$ cat config.mk
export PLATFORM = sky130hd
export DESIGN_NAME = fun
export DESIGN_NICKNAME = d
export VERILOG_FILES = /design/src/rtl/fun.sv
export SDC_FILE = /design/constraint.sdc
export NUM_CORES = 1
export LEC_CHECK = 0
export CORE_MARGIN = 1
export CORE_UTILIZATION = 35
export CTS_CLUSTER_DIAMETER = 30
export DETAILED_ROUTE_END_ITERATION = 8
export HOLD_SLACK_MARGIN = 0.02
export PLACE_DENSITY_LB_ADDON = 0.1
export SLEW_MARGIN = 40
export SYNTH_ARGS = -nofsm -noshare
export SYNTH_HDL_FRONTEND = slang
export SYNTH_SLANG_ARGS = --single-unit
export TNS_END_PERCENT = 30
$ cat constraint.sdc
create_clock -name clk -period 4.1 [get_ports clk]
set_input_delay 0.82 -clock clk [delete_from_list [all_inputs] [get_ports clk]]
set_output_delay 0.82 -clock clk [all_outputs]
set_load 0.01 [all_outputs]
$ cat src/rtl/fun.sv
// Sequential unit computing result = a_i * floor(cbrt(b_i)) for 8-bit unsigned operands.
// A digit-by-digit cube root and the final product share one shift-add multiplier.
module fun (
  input  logic        clk,
  input  logic        rst,
  input  logic [7:0]  a_i,
  input  logic [7:0]  b_i,
  input  logic        start,
  output logic [10:0] result,
  output logic        busy
);

  typedef enum logic [2:0] {
    StIdle, StRootSetup, StRootMul, StRootCmp, StMulSetup, StMulRun, StDone
  } state_e;

  state_e      state_q;
  logic [7:0]  a_q;
  logic [7:0]  x_q;
  logic [2:0]  y_q;
  logic [1:0]  it_q;
  logic [15:0] acc_q;
  logic [15:0] mc_q;
  logic [7:0]  mp_q;
  logic [2:0]  cnt_q;

  logic [15:0] acc_step;
  logic [2:0]  y2;
  logic [13:0] tri_p;
  logic [3:0]  shamt;
  logic [13:0] t;
  logic        ge;

  always_comb begin
    acc_step = mp_q[0] ? acc_q + mc_q : acc_q;
    y2       = {y_q[1:0], 1'b0};
    // 3*y*(y+1) + 1 with the product taken from the multiplier accumulator
    tri_p    = acc_q[13:0] + {acc_q[12:0], 1'b0} + 14'd1;
    case (it_q)
      2'd0:    shamt = 4'd6;
      2'd1:    shamt = 4'd3;
      default: shamt = 4'd0;
    endcase
    t  = tri_p << shamt;
    ge = ({6'd0, x_q} >= t);
  end

  always_ff @(posedge clk) begin
    if (rst) begin
      state_q <= StIdle;
      a_q     <= '0;
      x_q     <= '0;
      y_q     <= '0;
      it_q    <= '0;
      acc_q   <= '0;
      mc_q    <= '0;
      mp_q    <= '0;
      cnt_q   <= '0;
      result  <= '0;
      busy    <= 1'b0;
    end else begin
      unique case (state_q)
        StIdle: begin
          if (start) begin
            a_q     <= a_i;
            x_q     <= b_i;
            y_q     <= '0;
            it_q    <= '0;
            busy    <= 1'b1;
            state_q <= StRootSetup;
          end
        end
        StRootSetup: begin
          y_q     <= y2;
          acc_q   <= '0;
          mc_q    <= {13'd0, y2};
          mp_q    <= {5'd0, y2} + 8'd1;
          cnt_q   <= '0;
          state_q <= StRootMul;
        end
        StRootMul: begin
          acc_q <= acc_step;
          mc_q  <= {mc_q[14:0], 1'b0};
          mp_q  <= {1'b0, mp_q[7:1]};
          cnt_q <= cnt_q + 3'd1;
          if (cnt_q == 3'd7) state_q <= StRootCmp;
        end
        StRootCmp: begin
          if (ge) begin
            x_q <= x_q - t[7:0];
            y_q <= y_q + 3'd1;
          end
          it_q    <= it_q + 2'd1;
          state_q <= (it_q == 2'd2) ? StMulSetup : StRootSetup;
        end
        StMulSetup: begin
          acc_q   <= '0;
          mc_q    <= {8'd0, a_q};
          mp_q    <= {5'd0, y_q};
          cnt_q   <= '0;
          state_q <= StMulRun;
        end
        StMulRun: begin
          acc_q <= acc_step;
          mc_q  <= {mc_q[14:0], 1'b0};
          mp_q  <= {1'b0, mp_q[7:1]};
          cnt_q <= cnt_q + 3'd1;
          if (cnt_q == 3'd7) state_q <= StDone;
        end
        StDone: begin
          result  <= acc_q[10:0];
          busy    <= 1'b0;
          state_q <= StIdle;
        end
        default: state_q <= StIdle;
      endcase
    end
  end

endmodule

== Word level (Yosys, flattened, before mapping) ==
Index checks and enable logic that the tools add are counted.

* Add/subtract/negate cells: 8
* $lt $le $gt $ge: 1
* Equality and inequality tests: 14
* Shift-type cells: 1
* Mux-type cells: 21
* Reduce and logical (&&, ||, !) cells: 16

{| class="wikitable"
|+ Operator list
! operator !! number
|-
| $pmux W16 S3 || 1
|-
| $pmux W16 S2 || 1
|-
| $pmux W8 S3 || 1
|-
| $mux W3 || 6
|-
| $pmux W3 S6 || 1
|-
| $add A16 B16 Y16 || 1
|-
| $mux W16 || 1
|-
| $mux W8 || 2
|-
| $pmux W8 S2 || 1
|-
| $add A14 B1 Y14 const B || 1
|-
| $add A14 B14 Y14 || 1
|-
| $ge A8 B14 Y1 || 1
|-
| $shl A14 B4 Y14 || 1
|-
| $eq A3 B3 Y1 const B || 4
|-
| $pmux W3 S2 || 2
|-
| $pmux W3 S3 || 1
|-
| $reduce_and A3 Y1 || 3
|-
| $ne A2 B2 Y1 const B || 4
|-
| $reduce_and A2 Y1 || 4
|-
| $sub A8 B8 Y8 || 1
|-
| $add A3 B1 Y3 const B || 2
|-
| $eq A3 B2 Y1 const B || 2
|-
| $reduce_bool A2 Y1 || 3
|-
| $reduce_bool A3 Y1 || 2
|-
| other kinds (13) || 14
|}

* Register bits after elaboration: 79
* Output and inout port bits: 12
* Word-level logic and storage cells: 72

== Depth between registers and ports, before layout ==
Gate-level depths: netlist of the first run.

* Word-level depth: 6
* Gate-level depth with buffers: 19
* Mapped depth without buffers: 17

== Worst setup path after synthesis of the first run ==
OpenSTA, ideal clock, no wires.

* Path type: register to register
* From: register acc_q[1]
* To: register x_q[3]
* Arrival: 4,207 ps
* Setup slack: -184 ps
* Stages on the path, launching flop included: 17
* Buffers on the path: 0
* Clock period less this slack: 4,284 ps
* Cells stage by stage: dfxtp_1 > inv_1 > ha_1 > nand2b_1 > a21oi_2 > mux2i_1 > nor3_1 > or4_1 > ha_1 > nand2_1 > a21oi_1 > nor3_1 > o21ai_0 > or4b_4 > a211oi_4 > mux2_2 > nor3_1

* Word-level cells in the longest chain between the ends: 6
* Elaborated cells between the ends (all ways): 9
* Classes of those cells: add/sub (3); order compare (1); eq/ne (1); shift (1); mux (2); reduce/logical (1)

{| class="wikitable"
|+ Ends and longest elaborated chain
! what !! line !! text
|-
| start: declaration || 22 || <nowiki>logic [15:0] acc_q;</nowiki>
|-
| start signal: assignment || 82 || <nowiki>acc_q <= acc_step;</nowiki>
|-
| start signal: assignment || 104 || <nowiki>acc_q <= acc_step;</nowiki>
|-
| $add A14 B14 Y14 * || 38 || <nowiki>tri_p = acc_q[13:0] + {acc_q[12:0], 1'b0} + 14'd1;</nowiki>
|-
| $add A14 B1 Y14 * || 38 ||
|-
| $shl A14 B4 Y14 * || 44 || <nowiki>t = tri_p << shamt;</nowiki>
|-
| $ge A8 B14 Y1 or $sub A8 B8 Y8 (tied branches) || 45, 90 ||
|-
| $ne A2 B2 Y1 (no source line) or $mux W8 (tied branches) || - ||
|-
| $reduce_and A3 Y1 (no source line) or $pmux W8 S2 (tied branches) || - ||
|-
| end signal: assignment || 66 || <nowiki>x_q <= b_i;</nowiki>
|-
| end signal: assignment || 90 || <nowiki>x_q <= x_q - t[7:0];</nowiki>
|-
| end: declaration || 19 || <nowiki>logic [7:0] x_q;</nowiki>
|}

Every way passes the cells marked *; elsewhere a longest branch is shown, timed or not. The select of a mux whose other input is x is not followed.
A chain may end at the register's enable or synchronous reset.

== Final worst setup path of the first run ==
* From: register acc_q[0]
* To: register x_q[7]

Same word-level chain as after synthesis.

==> impl_metrics.env, run 1 <==
export IMPL_run_status="completed"
export IMPL_switching_power_mw=0.607
export IMPL_postSynthRegisterBits=70
export IMPL_clkSlewWorstSetupHoldPaths_ps=60
export IMPL_post_synth_num_cell_types=81
export IMPL_critPathKind="reg -> reg"
export IMPL_htree_levels=3
export IMPL_clock_power_share=0.414
export IMPL_wire_per_inst_um=16.1
export IMPL_critical_path_startpoint="acc_q[0]"
export IMPL_syn2layout_area_growth_pct=22.7
export IMPL_highest_clock_frequency_the_design_can_meet_mhz=250
export IMPL_cts_path_max_buffers=2
export IMPL_root_buffer="sky130_fd_sc_hd__clkbuf_16"
export IMPL_insertion_delay_ps=340
export IMPL_design_core_area_mm2=0.0153
export IMPL_p_comb_frac=0.220
export IMPL_drt_iter0_markers=390
export IMPL_timing_reg2reg_setup_slack_ps=100
export IMPL_worstRegToRegCells=16
export IMPL_die_x_um=128
export IMPL_layout_area_seq_mm2=0.00142
export IMPL_cell_depth_of_the_worst_min_delay_path=2
export IMPL_multi_input_comb_area_mm2=0.00396
export IMPL_grt_pass1_vias=4982
export IMPL_unrepaired_setup_endpoints_after_global_routing="yes"
export IMPL_end_kind="flop"
export IMPL_routed_via_density=5.44
export IMPL_crit_fanout=5
export IMPL_layout_drive_gt1_share=0.201
export IMPL_n_fill_cell=1560
export IMPL_grt_pass1_wl_um=24900
export IMPL_globalRouteOverflowTotal=0
export IMPL_detail_route_first_pass_iterations=5
export IMPL_period_share=0.975
export IMPL_async_reset_ff_frac=0
export IMPL_clock_skew_ps=6.51
export IMPL_timing_max_transition_violations_final=0
export IMPL_share_of_power_burned_in_registers=0.366
export IMPL_post_synth_top_area_fraction=0.254
export IMPL_synth_sequential_area_ratio=0.254
export IMPL_clock_period_minus_worst_slack_ps=4000
export IMPL_synthMostInstantiatedCell="sky130_fd_sc_hd__nand2_1"
export IMPL_crit_reg2reg_capture="x_q[7]"
export IMPL_boundaryPins=31
export IMPL_portBuffers=30
export IMPL_power_share_switching=0.297
export IMPL_post_dp_hpwl_um=11100
export IMPL_setup_worst_path_end="x_q[7]"
export IMPL_postLayoutCoreUtil=0.442
export IMPL_synth_edff_count=0
export IMPL_cellLeakagePower_nw=2.58
export IMPL_routed_wl_um=15500
export IMPL_startpoint_type="flop"
export IMPL_report_final_hold_viol_count=0
export IMPL_finish_net_count=806
export IMPL_drc=0
export IMPL_die_y_um=128
export IMPL_antenna_found_initial=0
export IMPL_holdCritPathClass="reg -> reg"
export IMPL_critPathRequiredTime_ps=4370
export IMPL_avg_inst_size_synth_um2=7.94
export IMPL_synthFlopType="sky130_fd_sc_hd__dfxtp_1"
export IMPL_insertedDiodeCount=0
export IMPL_detailroute_via_count=5213
export IMPL_fin_cells=959
export IMPL_dp_cells=933
export IMPL_post_synth_top_area_cell="sky130_fd_sc_hd__dfxtp_1"
export IMPL_grt_start_max_net_pins=45
export IMPL_cts_sinks=70
export IMPL_global_placer_s_final_weighted_congestion=0.871
export IMPL_worstReg2RegStart="acc_q[0]"
export IMPL_post_synthesis_cell_area_mm2=0.00552
export IMPL_slew_limit_headroom=0.491
export IMPL_synth_fp_nets=758
export IMPL_worst_pin_slew_ps=763
export IMPL_vdd_drop_max_uv=189
export IMPL_power_density_mw_per_mm2=302
export IMPL_setup_viol=0
export IMPL_number_of_nets_still_failing_antenna_checks_after_routing=0
export IMPL_synthesis_instances=695
export IMPL_synth_area_top_cells="sky130_fd_sc_hd__dfxtp_1, sky130_fd_sc_hd__ha_1, sky130_fd_sc_hd__nand2_1, sky130_fd_sc_hd__a21oi_1, sky130_fd_sc_hd__nor2_1"
export IMPL_synth_common_cells="sky130_fd_sc_hd__nand2_1, sky130_fd_sc_hd__dfxtp_1, sky130_fd_sc_hd__nor2_1"
export IMPL_p_int_mw=1.44
export IMPL_cts_tree="built"
export IMPL_globalRouteTotalUtil=0.194
export IMPL_initial_core_util=0.360
export IMPL_die_area_mm2=0.0163
export IMPL_timing_max_cap_violations=0
export IMPL_tritoncts_num_buffers=9
export IMPL_ys_warn_count=0
export IMPL_placementRows=45
export IMPL_cp_arrival_ps=4260
-- final cells by class --
type                    count  share of cell area
multi-input cells         556               0.585
flip-flops and latches     70               0.210
repair buffers             85               0.107
well taps                 211              0.0390
clock buffers              10              0.0338
clock inverters             6              0.0128
inverters                  21              0.0120
-- cells by family (layout without fill, tap and decap cells) --
kind of cell | Yosys count | count (layout) | share of synthesized area
AO/OA/AOI/OAI | 201 | 201 | 0.261
XOR/XNOR | 23 | 23 | 0.0365
adder cells (fa/ha/maj) | 44 | 44 | 0.104
buffers and inverters | 69 | 122 | 0.0621
flip-flops | 70 | 70 | 0.254
multiplexers | 26 | 26 | 0.0565
AND/OR/NAND/NOR | 262 | 262 | 0.226
-- worst min path at each step --
| stage | startpoint | end | slack, ps |
|---|---|---|---|
| floorplan | a_q[1] | a_q[1] | 430 |
| global placement | result[1] | result[1] | 450 |
| detailed placement | a_q[1] | a_q[1] | 450 |
| CTS | result[3] | result[3] | 460 |
| global route | result[1] | result[1] | 470 |
| finish | result[1] | result[1] | 450 |
-- worst max-delay path, cell delays in order, from the launching register on --
cell and delay, ps:
sky130_fd_sc_hd__dfxtp_4 370, sky130_fd_sc_hd__ha_1 210, sky130_fd_sc_hd__o211ai_1 260, sky130_fd_sc_hd__nand2_1 160, sky130_fd_sc_hd__xor2_2 210, sky130_fd_sc_hd__a21oi_2 80
sky130_fd_sc_hd__or4_4 540, sky130_fd_sc_hd__ha_4 310, sky130_fd_sc_hd__nand4_1 70, sky130_fd_sc_hd__nor2_1 120, sky130_fd_sc_hd__nor3_2 60, sky130_fd_sc_hd__o21ai_1 170
sky130_fd_sc_hd__or4b_4 520, sky130_fd_sc_hd__a211oi_4 300, sky130_fd_sc_hd__buf_6 160, sky130_fd_sc_hd__mux2_4 300, sky130_fd_sc_hd__nor3_2 90
-- routing by layer --
layer	wire length (um)	track usage	vias to the layer above	share of wire
li1	-	-	2623	-
met1	7340	0.259	2465	0.47
met2	7120	0.309	100	0.46
met3	619	0.0339	25	0.040
met4	402	0.0826	0	0.026
met5	0	0	-	0
-- cell usage in the layout (no fill, tap or decap), types with 11 or more instances in the layout --
cell type	instances
sky130_fd_sc_hd__nand2_1	95
sky130_fd_sc_hd__nor2_1	70
sky130_fd_sc_hd__dfxtp_1	63
sky130_fd_sc_hd__a21oi_1	53
sky130_fd_sc_hd__buf_4	53
sky130_fd_sc_hd__ha_1	35
sky130_fd_sc_hd__o21ai_0	29
sky130_fd_sc_hd__clkdlybuf4s50_1	29
sky130_fd_sc_hd__nor3_1	22
sky130_fd_sc_hd__inv_1	20
sky130_fd_sc_hd__xnor2_1	13
sky130_fd_sc_hd__nand2b_1	11
sky130_fd_sc_hd__a22o_1	11
-- sequential cells by signal (all words and copies together), names as in the netlist, 8 cells and up --
| signal | flops |
|---|---|
| acc_q | 14 |
| x_q | 8 |
| result | 11 |
| mc_q | 14 |
| a_q | 8 |
-- timing repair --
| item | 4_1_cts | 5_1_grt |
|---|---|---|
| setup endpoints to repair | 9 | 11 |
| buffers inserted | 3 | 7 |
| pin swaps | 3 | 21 |
| gates resized for setup | 6 | 36 |
| hold buffers | 0 | 0 |
-- power by group through the flow --
stage	clock network, mW	logic (mW)	registers (mW)
finish	0.846	0.450	0.749
global route	0.900	0.499	0.754
CTS	0.870	0.426	0.751
detailed placement	0	0.415	0.767
global placement	0	0.410	0.766
floorplan	0	0.312	0.748
-- through the flow --
| step | setup TNS (ps) | cell area [um^2] | setup slack, ps | hold WS [ps] | total power, mW |
|---|---|---|---|---|---|
| 4_1_cts | 0 | 6560 | 7.57 | 459 | 2.05 |
| 6_report | 0 | 6770 | 104 | 454 | 2.05 |
| 3_5_place_dp | -1560 | 6200 | -232 | 451 | 1.18 |
| 2_1_floorplan | 0 | 5560 | 3.22 | 433 | 1.06 |
| 3_3_place_gp | -337 | 6200 | -98.5 | 446 | 1.18 |
| 5_1_grt | -466 | 6770 | -73.9 | 472 | 2.15 |
No activity file was read; power rests on OpenSTA's default activity.
==> inputs of run 2 (changes only) <==
--- a/config.mk
+++ b/config.mk
@@ -5,10 +5,12 @@
 export SDC_FILE = /design/constraint.sdc
 export NUM_CORES = 1
 export LEC_CHECK = 0
+export CORE_ASPECT_RATIO = 1.25
 export CORE_MARGIN = 1
 export CORE_UTILIZATION = 35
 export CTS_CLUSTER_DIAMETER = 30
 export DETAILED_ROUTE_END_ITERATION = 8
+export DONT_BUFFER_PORTS = 1
 export HOLD_SLACK_MARGIN = 0.02
 export PLACE_DENSITY_LB_ADDON = 0.1
 export SLEW_MARGIN = 40
==> run 2 against run 1 <==
Net effect: first-iteration DRC count fell by 22%; maximum frequency decreased by 0.87%; hold slack is essentially flat; cell count decreased by 3.1%; largest power group unchanged; flip-flop and latch count did not move; critical endpoint is now x_q[0]; sequential share of layout area rose by 1.0 points; register-to-register slack lost 40 ps; power shrank 3.8%; setup slack worse by 35 ps; critical path depth decreased by 1; die area about the same.
==> impl_metrics.env, run 2 (synthesized netlist as in run 1, its figures left out) <==
export IMPL_final_critical_path_setup_slack_ps=68.9
export IMPL_routed_via_density=5.50
export IMPL_fin_cells=929
export IMPL_post_dp_hpwl_um=11000
export IMPL_worst_pin_slew_ps=739
export IMPL_cts_sinks=70
export IMPL_mostFrequentLayoutCells="sky130_fd_sc_hd__nand2_1, sky130_fd_sc_hd__nor2_1, sky130_fd_sc_hd__dfxtp_1, sky130_fd_sc_hd__buf_4, sky130_fd_sc_hd__a21oi_1"
export IMPL_startpoint_type="flop"
export IMPL_boundaryPins=31
export IMPL_globalRouteOverflowTotal=0
export IMPL_insertion_delay_ps=340
export IMPL_placementRows=50
export IMPL_period_share=0.983
export IMPL_global_placer_s_final_weighted_congestion=0.822
export IMPL_finish_net_count=779
export IMPL_clkSlewWorstSetupHoldPaths_ps=60
export IMPL_timing_max_transition_violations_final=0
export IMPL_design_core_area_mm2=0.0152
export IMPL_unrepaired_setup_endpoints_after_global_routing="yes"
export IMPL_antenna_found_initial=0
export IMPL_n_fill_cell=1546
export IMPL_die_y_um=142
export IMPL_grt_pass1_wl_um=24700
export IMPL_dp_worst_setup_slack_ps=-111
export IMPL_critPathKind="reg -> reg"
export IMPL_postLayoutCoreUtil=0.423
export IMPL_die_area_mm2=0.0163
export IMPL_run_status="completed"
export IMPL_report_final_hold_viol_count=0
export IMPL_crit_fanout=5
export IMPL_initial_core_util=0.363
export IMPL_cellLeakagePower_nw=2.46
export IMPL_htree_levels=3
export IMPL_portBuffers=0
export IMPL_layout_cells_most_common="sky130_fd_sc_hd__nand2_1"
export IMPL_end_kind="flop"
export IMPL_globalRouteTotalUtil=0.194
export IMPL_number_of_nets_still_failing_antenna_checks_after_routing=0
export IMPL_cts_hold_buffers_added=0
export IMPL_tritoncts_num_buffers=9
export IMPL_highest_clock_frequency_the_design_can_meet_mhz=248
export IMPL_slew_limit_headroom=0.505
export IMPL_drt_iter0_markers=304
export IMPL_critPathRequiredTime_ps=4330
export IMPL_syn2layout_area_growth_pct=16.5
export IMPL_cts_tree="built"
export IMPL_drc=0
export IMPL_fin_hold_ws_ps=453
export IMPL_timing_max_cap_violations=0
export IMPL_grt_pass1_vias=4875
export IMPL_detail_route_first_pass_iterations=4
export IMPL_routed_wl_um=15100
export IMPL_dp_cells=906
export IMPL_vdd_drop_max_uv=204
export IMPL_detailroute_via_count=5111
export IMPL_clock_period_minus_worst_slack_ps=4030
export IMPL_grt_start_max_net_pins=75
export IMPL_power_density_mw_per_mm2=306
export IMPL_setup_viol=0
export IMPL_insertedDiodeCount=0
export IMPL_cp_arrival_ps=4260
export IMPL_cts_path_max_buffers=2
export IMPL_die_x_um=114
export IMPL_holdCritPathClass="reg -> reg"
export IMPL_layout_drive_gt1_share=0.205
export IMPL_layout_top_registers="acc_q (14), mc_q (14), result (11)"
export IMPL_wire_per_inst_um=16.3
export IMPL_root_buffer="sky130_fd_sc_hd__clkbuf_16"
export IMPL_clock_skew_ps=7.08
## run 2: cell types whose count changed in the layout (fill, tap and decap cells not counted), moves of 2 or more
cell                              previous run  this run
sky130_fd_sc_hd__clkinvlp_4                  1         3
sky130_fd_sc_hd__clkdlybuf4s50_1            29         0
sky130_fd_sc_hd__dfxtp_2                     3         1
sky130_fd_sc_hd__o21ai_1                     3         5
sky130_fd_sc_hd__o21ai_0                    29        26
sky130_fd_sc_hd__buf_4                      53        57
sky130_fd_sc_hd__dfxtp_1                    63        66
## run 2: timing repair
item | 4_1_cts | 5_1_grt
buffers inserted | 1 | 6
cloned | 0 | 0
gates resized for setup | 5 | 30
setup endpoints to repair | 7 | 11
pin swaps | 2 | 14
## run 2: per-stage QoR
step,cell area [um^2],setup TNS (ps),power [mW]
global route,6430,-344,2.08
global placement,5940,-84.2,1.16
finish,6430,0,1.97
detailed placement,5940,-331,1.16
CTS,6270,0,1.98
floorplan,5560,0,1.06
## run 2: cell type report
| cell class | instances | area [um^2] | area share |
|---|---|---|---|
| clock buffer | 9 | 225 | 0.0350 |
| tap | 208 | 260 | 0.0405 |
| timing repair buffer | 58 | 439 | 0.0683 |
| sequential | 70 | 1410 | 0.220 |
| clock inverter | 7 | 75.1 | 0.0117 |
| inverter | 21 | 81.3 | 0.0127 |
| multi-input combinational | 556 | 3930 | 0.612 |
## run 2: path summary, 6_finish.rpt
kind | cells after the start | slack [ps] | to | start
min reg2reg | 2 | 450 | a_q[3] | a_q[3]
min | 2 | 450 | a_q[3] | a_q[3]
max reg2reg | 15 | 70 | x_q[0] | acc_q[2]
max | 15 | 70 | x_q[0] | acc_q[2]
## run 2: worst max-delay path: stages (launching register included)
cell and delay, ps:
sky130_fd_sc_hd__dfxtp_4 370, sky130_fd_sc_hd__buf_4 140, sky130_fd_sc_hd__fa_2 430, sky130_fd_sc_hd__xnor2_2 170, sky130_fd_sc_hd__and3_4 190, sky130_fd_sc_hd__or4_4 530, sky130_fd_sc_hd__ha_4 320, sky130_fd_sc_hd__nand4_1 80
sky130_fd_sc_hd__nor2_1 120, sky130_fd_sc_hd__nor3_2 50, sky130_fd_sc_hd__o21ai_1 140, sky130_fd_sc_hd__or4b_4 520, sky130_fd_sc_hd__a211oi_4 390, sky130_fd_sc_hd__buf_4 180, sky130_fd_sc_hd__nor4_1 40, sky130_fd_sc_hd__a211o_2 250
## run 2: per-layer routing
| metal | vias to the layer above | share of wire | routed length (um) | track usage |
|---|---|---|---|---|
| met4 | 0 | 0.028 | 419 | 0.0848 |
| met3 | 29 | 0.023 | 354 | 0.0307 |
| met1 | 2424 | 0.45 | 6760 | 0.236 |
| met5 | - | 0 | 0 | 0 |
| li1 | 2579 | - | - | - |
| met2 | 79 | 0.50 | 7580 | 0.335 |
## run 2: report_power, final
group	leakage [nW]	total (mW)	internal [mW]	switching [mW]
clock network	0.138	0.803	0.472	0.331
logic	1.75	0.416	0.181	0.235
registers	0.571	0.750	0.711	0.0383
total	2.46	1.97	1.36	0.604
==> inputs of run 3 (changes only) <==
--- a/config.mk
+++ b/config.mk
@@ -5,6 +5,7 @@
 export SDC_FILE = /design/constraint.sdc
 export NUM_CORES = 1
 export LEC_CHECK = 0
+export ABC_CLOCK_PERIOD_IN_PS = 4100
 export CORE_ASPECT_RATIO = 1.25
 export CORE_MARGIN = 1
 export CORE_UTILIZATION = 35
==> results of run 3 <==
Final layout, timing and power as in run 2 (identical DEF).
